<file path="config.mk">
export PLATFORM = sky130hd
export DESIGN_NAME = branch_redirect
export DESIGN_NICKNAME = d
export VERILOG_FILES = /design/src/rtl/branch_redirect.sv
export SDC_FILE = /design/constraint.sdc
export NUM_CORES = 1
export LEC_CHECK = 0
export CORE_ASPECT_RATIO = 0.75
export CORE_MARGIN = 4
export CORE_UTILIZATION = 45
export CTS_CLUSTER_DIAMETER = 150
export DETAILED_ROUTE_END_ITERATION = 10
export PLACE_DENSITY = 0.84
export SKIP_LAST_GASP = 1
export SYNTH_ARGS = -nofsm -noshare
export SYNTH_HDL_FRONTEND = slang
export SYNTH_SLANG_ARGS = --single-unit
</file>
<file path="constraint.sdc">
create_clock -name clk -period 3.3 [get_ports clk]
set_input_delay 0.66 -clock clk [delete_from_list [all_inputs] [get_ports clk]]
set_output_delay 0.66 -clock clk [all_outputs]
set_load 0.1 [all_outputs]
</file>
<file path="src/rtl/branch_redirect.sv">
// Execute-stage branch resolver: decodes and evaluates control instructions and
// drives a registered PC redirect and flush towards fetch over a valid/ready handshake.
module branch_redirect #(
  parameter int XLEN  = 32,
  parameter int CNT_W = 16
) (
  input  logic             clk,
  input  logic             nrst,
  input  logic             ex_valid,
  output logic             ex_ready,
  input  logic             is_branch,
  input  logic             is_jal,
  input  logic             is_jalr,
  input  logic [2:0]       funct3,
  input  logic [XLEN-1:0]  pc,
  input  logic [XLEN-1:0]  rs1_data,
  input  logic [XLEN-1:0]  rs2_data,
  input  logic [XLEN-1:0]  imm,
  input  logic             kill,
  input  logic             redirect_ready,
  output logic             redirect_valid,
  output logic [XLEN-1:0]  redirect_pc,
  output logic             flush,
  output logic [2:0]       branch_type,
  output logic             illegal_br,
  output logic             misalign_err,
  output logic [CNT_W-1:0] branch_count,
  output logic [CNT_W-1:0] taken_count
);

  typedef enum logic {IDLE = 1'b0, HOLD = 1'b1} state_t;

  state_t            r_state;
  logic              r_redirect_valid;
  logic [XLEN-1:0]   r_redirect_pc;
  logic              r_flush;
  logic [2:0]        r_branch_type;
  logic              r_illegal_br;
  logic              r_misalign_err;
  logic [CNT_W-1:0]  r_branch_count;
  logic [CNT_W-1:0]  r_taken_count;

  logic              w_accept;
  logic              w_eq;
  logic              w_lt_s;
  logic              w_lt_u;
  logic              w_cond;
  logic              w_bad_f3;
  logic [2:0]        w_f3_type;
  logic [2:0]        w_type;
  logic              w_illegal;
  logic              w_taken;
  logic [XLEN-1:0]   w_target;
  logic              w_misalign;
  logic              w_issue;

  function automatic logic [CNT_W-1:0] sat_inc(input logic [CNT_W-1:0] v);
    return (&v) ? v : v + CNT_W'(1);
  endfunction

  assign w_accept = ex_valid & (r_state == IDLE) & (is_branch | is_jal | is_jalr);
  assign w_eq     = (rs1_data == rs2_data);
  assign w_lt_s   = ($signed(rs1_data) < $signed(rs2_data));
  assign w_lt_u   = (rs1_data < rs2_data);

  // funct3 decode into branch type and condition outcome
  always_comb begin
    w_f3_type = 3'd0;
    w_cond    = 1'b0;
    w_bad_f3  = 1'b0;
    case (funct3)
      3'b000:  begin w_f3_type = 3'd1; w_cond = w_eq;    end
      3'b001:  begin w_f3_type = 3'd2; w_cond = !w_eq;   end
      3'b100:  begin w_f3_type = 3'd3; w_cond = w_lt_s;  end
      3'b101:  begin w_f3_type = 3'd4; w_cond = !w_lt_s; end
      3'b110:  begin w_f3_type = 3'd5; w_cond = w_lt_u;  end
      3'b111:  begin w_f3_type = 3'd6; w_cond = !w_lt_u; end
      default: begin w_f3_type = 3'd0; w_cond = 1'b0; w_bad_f3 = 1'b1; end
    endcase
  end

  // jalr > jal > branch priority selects type, outcome and target
  always_comb begin
    w_type    = 3'd0;
    w_illegal = 1'b0;
    w_taken   = 1'b0;
    w_target  = pc + imm;
    if (is_jalr) begin
      w_taken  = 1'b1;
      w_target = (rs1_data + imm) & ~XLEN'(1);
    end else if (is_jal) begin
      w_taken  = 1'b1;
    end else begin
      w_type    = w_f3_type;
      w_illegal = w_bad_f3;
      w_taken   = w_cond;
    end
  end

  assign w_misalign = w_taken & w_target[1];
  assign w_issue    = w_taken & !w_target[1];

  // Resolver FSM with all outputs registered; kill overrides everything but reset
  always_ff @(posedge clk) begin
    if (!nrst) begin
      r_state          <= IDLE;
      r_redirect_valid <= 1'b0;
      r_redirect_pc    <= '0;
      r_flush          <= 1'b0;
      r_branch_type    <= 3'd0;
      r_illegal_br     <= 1'b0;
      r_misalign_err   <= 1'b0;
      r_branch_count   <= '0;
      r_taken_count    <= '0;
    end else begin
      r_flush        <= 1'b0;
      r_illegal_br   <= 1'b0;
      r_misalign_err <= 1'b0;
      if (kill) begin
        r_state          <= IDLE;
        r_redirect_valid <= 1'b0;
      end else begin
        case (r_state)
          IDLE: begin
            if (w_accept) begin
              r_branch_type  <= w_type;
              r_branch_count <= sat_inc(r_branch_count);
              r_illegal_br   <= w_illegal;
              r_misalign_err <= w_misalign;
              if (w_taken) begin
                r_redirect_pc <= w_target;
              end
              if (w_issue) begin
                r_state          <= HOLD;
                r_redirect_valid <= 1'b1;
                r_flush          <= 1'b1;
                r_taken_count    <= sat_inc(r_taken_count);
              end
            end
          end
          HOLD: begin
            if (redirect_ready) begin
              r_state          <= IDLE;
              r_redirect_valid <= 1'b0;
            end
          end
          default: begin
            r_state          <= IDLE;
            r_redirect_valid <= 1'b0;
          end
        endcase
      end
    end
  end

  assign ex_ready       = (r_state == IDLE);
  assign redirect_valid = r_redirect_valid;
  assign redirect_pc    = r_redirect_pc;
  assign flush          = r_flush;
  assign branch_type    = r_branch_type;
  assign illegal_br     = r_illegal_br;
  assign misalign_err   = r_misalign_err;
  assign branch_count   = r_branch_count;
  assign taken_count    = r_taken_count;

endmodule

</file>
* Yosys cells after proc, flatten, opt, wreduce, memory -nomap -nowiden
Index checks and enable logic that the tools add are counted.
Word-level totals: latch bits 0, bits in registers 72, memory bits (writable) 0, bits of input ports 139, bits in read-only memories 0, memories 0
Cells by class: multiplexer cells 16, equality and inequality tests 9, multipliers 0, add/sub/neg operators 4, bitwise operators 12, divide/modulo/power cells 0, order comparisons 2, reduce and logical (&&, ||, !) cells 17, shift-type cells 0
Operator list (number):
- $add A32 B32 Y32 | 2
- $lt A32 B32 Y1 | 2
- $add A16 B1 Y16 const B | 2
- $eq A32 B32 Y1 | 1
- $mux W32 | 1
- $reduce_and A16 Y1 | 2
- $pmux W3 S6 | 1
- $eq A3 B3 Y1 const B | 4
- $reduce_or A6 Y1 | 2
- $mux W1 | 9
- $reduce_and A4 Y1 | 2
- $mux W3 | 2
- $not A1 Y1 | 6
- $pmux W1 S6 | 1
- $reduce_and A3 Y1 | 2
- $reduce_and A5 Y1 | 1
- $and A1 B1 Y1 | 4
- $logic_not A1 Y1 | 4
- $ne A2 B1 Y1 const B | 2
- $pmux W1 S2 | 2
- $reduce_or A4 Y1 | 1
- $eq A3 B1 Y1 const B | 1
- $logic_not A3 Y1 | 1
- $reduce_or A3 Y1 | 1
- other kinds (3) | 4

* Logic depth before layout (Yosys ltp)
Gate-level depths: netlist (run 1).
word-level depth 9, mapped depth 14

* Worst setup path after synthesis (run 1)
Ideal clock, no wire load.
path kind input port to flip-flop, from in rs2_data[23], to reg r_taken_count[0] (netlist: taken_count[0]), slack -0.046 ns, stages on the path 14, path buffers 2, arrival time 3.232 ns, data required time 3.185 ns, cell sequence inv_1 > ha_1 > a21o_1 > a221o_1 > a41oi_2 > o21ai_2 > a221oi_1 > xor2_1 > a311o_2 > o211ai_4 > buf_6 > buf_6 > nor2_1 > o21a_1
On the way: cells in the longest elaborated chain, start to end 7
Ends and longest elaborated chain:
- start, declared | line 17 | input logic [XLEN-1:0] rs2_data,
- $lt A32 B32 Y1, or another cell as far along | line 64 | assign w_lt_u = (rs1_data < rs2_data);
- $logic_not A1 Y1 (on tied branches) | line 77, 73, 75
- $pmux W1 S6 (*) | line 71 | case (funct3)
- $mux W1 (*) | line 91 | end else if (is_jal) begin
- $mux W1 (*) | line 88 | if (is_jalr) begin
- $and A1 B1 Y1 (*) | line 101 | assign w_issue = w_taken & !w_target[1];
- $reduce_and A5 Y1 (no line) (*)
- end signal, assigned | line 137 | r_taken_count <= sat_inc(r_taken_count);
- end, declared | line 41 | logic [CNT_W-1:0] r_taken_count;
Every way passes the cells marked *; elsewhere a longest branch is shown, timed or not. A chain may end at the register's enable or synchronous reset.

* Worst setup path in the final report (run 1)
from in rs1_data[1], to reg r_redirect_pc[30] (netlist: redirect_pc[30])
On the way: cells in the longest elaborated chain, start to end 6
Ends and longest elaborated chain:
- start, declared | line 16 | input logic [XLEN-1:0] rs1_data,
- $lt A32 B32 Y1, or another cell as far along | line 64
- $logic_not A1 Y1 (on tied branches) | line 77, 73, 75
- $pmux W1 S6 | line 71
- $mux W1 | line 91
- $mux W1 | line 88
- $reduce_and A4 Y1 (no line)
- end signal, assigned | line 131 | r_redirect_pc <= w_target;
- end, declared | line 35 | logic [XLEN-1:0] r_redirect_pc;
Parallel ways exist; a longest one is shown, timed or not.

==> results of run 1 <==
layout make-up:
cell class                      count  area share
Sequential cell                    72      0.1185
Timing Repair Buffer              411      0.2785
Tap cell                          210     0.02160
Multi-Input combinational cell    799      0.5370
Inverter                           53     0.01697
Clock inverter                      4    0.006274
Clock buffer                       12     0.02109
power breakdown:
group,leakage (µW),internal [µW],switching (µW)
clock network,0.000159,704,368
logic,0.00487,870,1080
registers,0.000585,905,25.0
total,0.00561,2480,1470
final timing paths:
kind                                                  start                            to  slack [ns]  cells past startpoint
worst max-delay path                            rs1_data[1]  redirect_pc[30]$_SDFFE_PN0P_       -0.21                     15
worst min-delay path            branch_type[0]$_SDFFE_PN0P_   branch_type[0]$_SDFFE_PN0P_        0.46                      2
worst min register to register  branch_type[0]$_SDFFE_PN0P_   branch_type[0]$_SDFFE_PN0P_        0.46                      2
worst max register to register  taken_count[0]$_SDFFE_PN0P_  taken_count[12]$_SDFFE_PN0P_        0.78                     10
stage by stage:
step | cell area (µm²) | cells | total power, µW | utilization
after global placement | 10700 | 1519 | 2608 | 0.6701
after floorplan | 7331 | 958 | 1950 | -
after detailed placement | 10700 | 1519 | 2637 | 0.6701
after CTS | 11560 | 1548 | 3801 | 0.7240
after global routing | 12160 | 1561 | 4151 | 0.7619
final | 12160 | 1561 | 3954 | 0.7619
kinds of logic after synthesis:
| family | share of synthesized area |
|---|---|
| and+or+nand+nor | 0.2272 |
| AOI/OAI and AO/OA | 0.2735 |
| adders and majority gates | 0.1677 |
| buffers and inverters | 0.05005 |
| DFF | 0.1968 |
| xor gates and xnor gates | 0.06816 |
| muxes | 0.01657 |
cell usage in the layout, fill, tap and decap left out, drive strengths merged, types with 42 or more instances in the layout:
| master | netlist | routed |
|---|---|---|
| nand2 | 82 | 82 |
| a21o | 42 | 42 |
| clkdlybuf4s50 | 0 | 51 |
| buf | 8 | 307 |
| nor2 | 94 | 94 |
| a21oi | 78 | 78 |
| inv | 52 | 52 |
| o21ai | 47 | 47 |
| dfxtp | 72 | 72 |
| ha | 95 | 95 |
layer usage:
| layer | track usage | up-vias | share of wire |
|---|---|---|---|
| met4 | 0.08201 | 0 | 0.036 |
| met2 | 0.4530 | 458 | 0.45 |
| met5 | 0 | - | 0 |
| met3 | 0.05747 | 83 | 0.085 |
| met1 | 0.3821 | 4229 | 0.43 |
| li1 | - | 4328 | - |
what timing repair did:
item / in CTS / in global routing
setup endpoints to repair: 52 / 46
pin swaps: 77 / 75
setup buffers: 12 / 12
endpoints found under the hold margin: 0 / 0
resized for setup: 268 / 163
gates cloned: 1 / 1
synthesized netlist by cell type (3+ instances only):
cell / number / area share
a211o_1: 3 / 0.0036
nand2b_1: 14 / 0.012
dfxtp_1: 72 / 0.20
a31oi_1: 12 / 0.010
nor3_1: 24 / 0.016
a21o_1: 42 / 0.043
nand2_1: 82 / 0.042
o41ai_1: 3 / 0.0036
nor2b_1: 11 / 0.0094
o21bai_1: 12 / 0.012
clkbuf_1: 26 / 0.013
nor3b_1: 5 / 0.0051
nand4_1: 16 / 0.014
o2111ai_1: 3 / 0.0036
o21ai_1: 4 / 0.0027
or2_2: 3 / 0.0026
o311ai_0: 3 / 0.0036
or4_1: 6 / 0.0061
nand3_1: 33 / 0.023
o21ai_0: 42 / 0.029
xnor2_1: 27 / 0.032
buf_6: 4 / 0.0061
o31ai_1: 8 / 0.0082
and3_1: 16 / 0.014
a221o_1: 3 / 0.0041
o211ai_1: 15 / 0.015
a21oi_1: 78 / 0.053
nor4b_1: 4 / 0.0048
a31o_2: 4 / 0.0048
and2_1: 7 / 0.0060
a41oi_1: 3 / 0.0036
o21a_1: 13 / 0.013
nor2_1: 94 / 0.048
a211oi_1: 19 / 0.019
xor2_1: 30 / 0.036
or3_1: 9 / 0.0077
a311oi_1: 9 / 0.011
ha_1: 95 / 0.16
nor4_1: 5 / 0.0043
mux2i_1: 11 / 0.015
inv_1: 52 / 0.027
critical path: cells and delay by family:
| family | cells | cell delay, ns |
|---|---|---|
| simple gates | 2 | 0.41 |
| buf+inv | 4 | 0.58 |
| fa+ha+maj | 1 | 0.22 |
| compound gates | 8 | 1.84 |
flip-flops by register name, summed over array words and instances (netlist names):
register        cells
branch_count       16
misalign_err        1
r_state             1
taken_count        16
flush               1
illegal_br          1
redirect_pc        32
branch_type         3
redirect_valid      1
==> results_dict.tcl, run 1 <==
set metrics [dict create \
    status "complete, but fails checks" \
    violations "setup timing" \
    p_per_area_nw_per_um2 325.1 \
    avgRoutedWirePerCell_um 18.17 \
    synth_area_per_cell_um2 7.646 \
    die_y_um 118.5 \
    numCtsBuffers 9 \
    dr_total_vias 9098 \
    finClkSkew_ns 0.004045 \
    totalWireLength_um 28360 \
    path_max_fanout 13 \
    die_width_um 155.3 \
    hp-class "flip-flop to flip-flop" \
    start_kind "primary input" \
    worstPathCellList "buf_6 > ha_4 > nor2b_1 > o211ai_1 > a2111o_1 > o211ai_1 > a2111oi_4 > buf_4 > o21ai_1 > and4bb_2 > buf_4 > o21a_2 > buf_6 > o21ai_0 > a31oi_1" \
    setup.worst_path.end_class "flip-flop" \
    synth_async_sr_flop_share 0 \
    layout_min_cycle_time_ns 3.506 \
    drive_above_1_share 0.3745 \
    ioPinCount 211 \
    area_growth_syn_to_layout_pct 66.07 \
    maxCapViolCount 0 \
    yosysUniqueCellTypes 68 \
    grt.total_usage 0.2818 \
    finalSetupTns_ns -2.200 \
    multi_input_area_um2 6533 \
    worst_slew_margin_rel 0.5284 \
    clock_path_buffers 2 \
    cts_tree "done" \
    overflow 0 \
    cts.sinks 72 \
    dieArea_um2 18400 \
    synth-edff-count 0 \
    cts-root-buf "clkbuf_16" \
    synth-main-ff-cell "dfxtp_1" \
    ys_ff_latch 72 \
    n_antenna_cell 0 \
    rows 40 \
    crit_type "primary input to flip-flop" \
    setup_slack_ns -0.2057 \
    cp.required_ns 3.51 \
    vias_per_cell 5.828 \
    hold_viol 0 \
    fmax_ghz 0.2853 \
    gp_congestion 0.9534 \
    holdBufCountCts 0 \
    num-fill-cells 1108 \
    path_clk_slew_ns 0.06 \
    dr.first_iter.drc_count 739 \
    hpwl_um 20550 \
    pre_cts_ws_ns -0.8097 \
    port_buffers 210 \
    vdd_ir_drop_max_mv 0.2593 \
    netlist_area_um2 7325 \
    slew_viol_final 0 \
    core-area_um2 15970 \
    synth_nets 1194 \
    synth_cells 958 \
    finalSetupViolCount 46 \
    worst_path_max_delay_cell "a2111oi_4" \
    grt_start_max_net_pins 55 \
    p_leak_uw 0.005613 \
    antenna_left 0 \
    grt_pass1_vias 8655 \
    ys_warn_count 0 \
    hold_ws_ns 0.4611 \
    clk_latency_ns 0.34 \
    cpPeakStageDelay_ns 0.46 \
    arrival_ns 3.72 \
    initial_utilization 0.4588 \
    tightest_slew_ns 0.7031 \
    grt_setup_unrepaired "yes" \
    yosysSeqAreaShare 0.1968 \
    grt_pass1_wl_um 43010 \
    fin_crit_sh 1.062 \
    firstDrtPassIters 6 \
    h-tree-depth 3 \
    antenna_found_initial 0 \
    nNetsFinal 1582 \
    drc_errors 0 \
    seq_area_um2 1441 \
]
Note: power is estimated with default switching activity, not from simulation.
==> run 2, diff against run 1 <==
==> constraint.sdc (replaced) <==
create_clock -name clk -period 3.3 [get_ports clk]
set_input_delay 0.66 -clock clk [delete_from_list [all_inputs] [get_ports clk]]
set_output_delay 0.66 -clock clk [all_outputs]
set_load 0.005 [all_outputs]
==> results_dict.tcl, run 2 (synthesized netlist as in run 1, its figures left out) <==
set metrics [dict create \
    gp_congestion 0.9410 \
    finClkSkew_ns 0.004714 \
    numCtsBuffers 9 \
    dr.first_iter.drc_count 717 \
    cp_common_cell "o211ai_1" \
    hp-class "flip-flop to flip-flop" \
    final_common_cell "buf_4" \
    p_per_area_nw_per_um2 300.1 \
    endpoint "taken_count[9]$_SDFFE_PN0P_" \
    firstDrtPassIters 5 \
    status "complete, but fails checks" \
    critPathBufInv 2 \
    setup.worst_path.end_class "flip-flop" \
    h-tree-depth 3 \
    cpPeakStageDelay_ns 0.48 \
    port_buffers 210 \
    p_comb_frac 0.458 \
    switching_power_uw 1192 \
    rr_worst_depth 9 \
    antenna_found_initial 0 \
    cts_tree "done" \
    overflow 0 \
    drive_above_1_share 0.3037 \
    setup_slack_ns -0.02690 \
    grt_pass1_vias 8608 \
    fmax_ghz 0.3006 \
    n_antenna_cell 0 \
    worst_slew_margin_rel 0.5977 \
    vias_per_cell 5.719 \
    path_depth 13 \
    vdd_ir_drop_max_mv 0.2568 \
    sw_frac_of_total 0.3280 \
    num-fill-cells 1125 \
    nNetsFinal 1582 \
    holdBufCountCts 0 \
    internal_power_uw 2442 \
    mostFrequentLayoutCells "buf_4 (191), clkdlybuf4s50_1 (137), nor2_1 (93), nand2_1 (79), dfxtp_1 (72)" \
    r2r_slack_ns 0.86 \
    drc_errors 0 \
    seq_area_um2 1441 \
    largest_register_ffs 32 \
    cp_top_family "compound AO/OA/AOI/OAI gates" \
    initial_utilization 0.4588 \
    finalSetupTns_ns -0.04980 \
    totalWireLength_um 27660 \
    area_growth_syn_to_layout_pct 65.36 \
    antenna_left 0 \
    avgRoutedWirePerCell_um 17.73 \
    worstPathCellList "buf_8 > ha_4 > nor2b_4 > o211ai_1 > a2111o_1 > o211ai_1 > a2111oi_4 > nor3_2 > and4bb_2 > o211ai_4 > buf_12 > or4_4 > a21oi_2" \
    clock_path_buffers 2 \
    total_power_uw 3634 \
    crit_type "primary input to flip-flop" \
    cts.sinks 72 \
    worstReg2RegStart "taken_count[0]$_SDFFE_PN0P_" \
    p_leak_uw 0.005330 \
    slew_viol_final 0 \
    grt_setup_unrepaired "yes" \
    utilization 0.7586 \
    layout_min_cycle_time_ns 3.327 \
    violations "setup timing" \
    die_width_um 155.3 \
    grt_pass1_wl_um 42840 \
    clockPowerShare 0.287 \
    fin_crit_sh 1.008 \
    arrival_ns 3.59 \
    maxCapViolCount 0 \
    die_y_um 118.5 \
    hpwl_um 20510 \
    worst_path_max_delay_cell "or4_4" \
    pre_cts_ws_ns -0.8025 \
    crit_start "rs1_data[1]" \
    grt_start_max_net_pins 55 \
    p_seq_frac 0.255 \
    path_clk_slew_ns 0.06 \
    dieArea_um2 18400 \
    core-area_um2 15970 \
    ioPinCount 211 \
    grt.total_usage 0.2801 \
    finalSetupViolCount 3 \
    clk_latency_ns 0.33 \
    rows 40 \
    cp.required_ns 3.57 \
    tightest_slew_ns 0.6034 \
    rr_endpoint "taken_count[9]$_SDFFE_PN0P_" \
    hold_viol 0 \
    start_kind "primary input" \
    cts-root-buf "clkbuf_16" \
    multi_input_area_um2 6332 \
    path_max_fanout 7 \
    dr_total_vias 8921 \
]
## run 2: cell count changes in the layout (fill, tap and decap cells not counted), moves of 8 or more
cell | before | now
ha_4 | 44 | 33
ha_1 | 48 | 56
buf_2 | 24 | 4
buf_4 | 263 | 191
clkbuf_2 | 16 | 31
clkdlybuf4s50_1 | 51 | 137
## run 2: final cells by class
cell class | instances | area share
well taps | 210 | 0.02169
flip-flops and latches | 72 | 0.1190
inverters | 53 | 0.01705
repair buffers | 411 | 0.2930
clock inverters | 5 | 0.006715
multi-input cells | 799 | 0.5228
clock buffers | 10 | 0.01973
## run 2: metal layers
layer / share of wire / track usage
met1: 0.42 / 0.3691
met5: 0 / 0
met2: 0.47 / 0.4729
met4: 0.024 / 0.06889
met3: 0.078 / 0.05271
## run 2: worst reg2reg max path, stage by stage, from the launching register on
cell      delay, ns
dfxtp_1        0.37
ha_1           0.27
nand3_1        0.31
inv_1          0.09
a41o_1         0.27
inv_1          0.12
o211ai_4       0.13
buf_12         0.19
or4_4          0.48
a21oi_2        0.15
## run 2: how the worst min path moves through the flow
stage,start,to,depth (start not counted)
5_1_grt,branch_type[0]$_SDFFE_PN0P_,branch_type[0]$_SDFFE_PN0P_,2
6_report,branch_type[0]$_SDFFE_PN0P_,branch_type[0]$_SDFFE_PN0P_,2
4_1_cts,branch_type[0]$_SDFFE_PN0P_,branch_type[0]$_SDFFE_PN0P_,2
3_3_place_gp,branch_type[0]$_SDFFE_PN0P_,branch_type[0]$_SDFFE_PN0P_,2
2_1_floorplan,branch_type[0]$_SDFFE_PN0P_,branch_type[0]$_SDFFE_PN0P_,2
3_5_place_dp,branch_type[0]$_SDFFE_PN0P_,branch_type[0]$_SDFFE_PN0P_,2
## run 2: timing repair
item                                    in CTS  in global routing
pin swaps                                   56                 81
endpoints found under the setup margin      52                 51
resized for setup                          174                174
setup buffers                               12                 13
gates cloned                                 2                  0
## run 2: power groups by stage
stage / combinational, µW / sequential [µW] / clock, µW
after detailed placement: 1450 / 946 / 0
after CTS: 1540 / 928 / 1050
after global placement: 1420 / 946 / 0
after global routing: 1800 / 932 / 1090
final: 1660 / 928 / 1040
after floorplan: 756 / 945 / 0
## run 2: through the flow
| step | hold WS [ns] | std cells | area [µm²] |
|---|---|---|---|
| floorplan | 0.4482 | 958 | 7331 |
| global placement | 0.4436 | 1520 | 10900 |
| detailed placement | 0.4460 | 1520 | 10900 |
| CTS | 0.4532 | 1549 | 11760 |
| global route | 0.4769 | 1560 | 12110 |
| finish | 0.4541 | 1560 | 12110 |
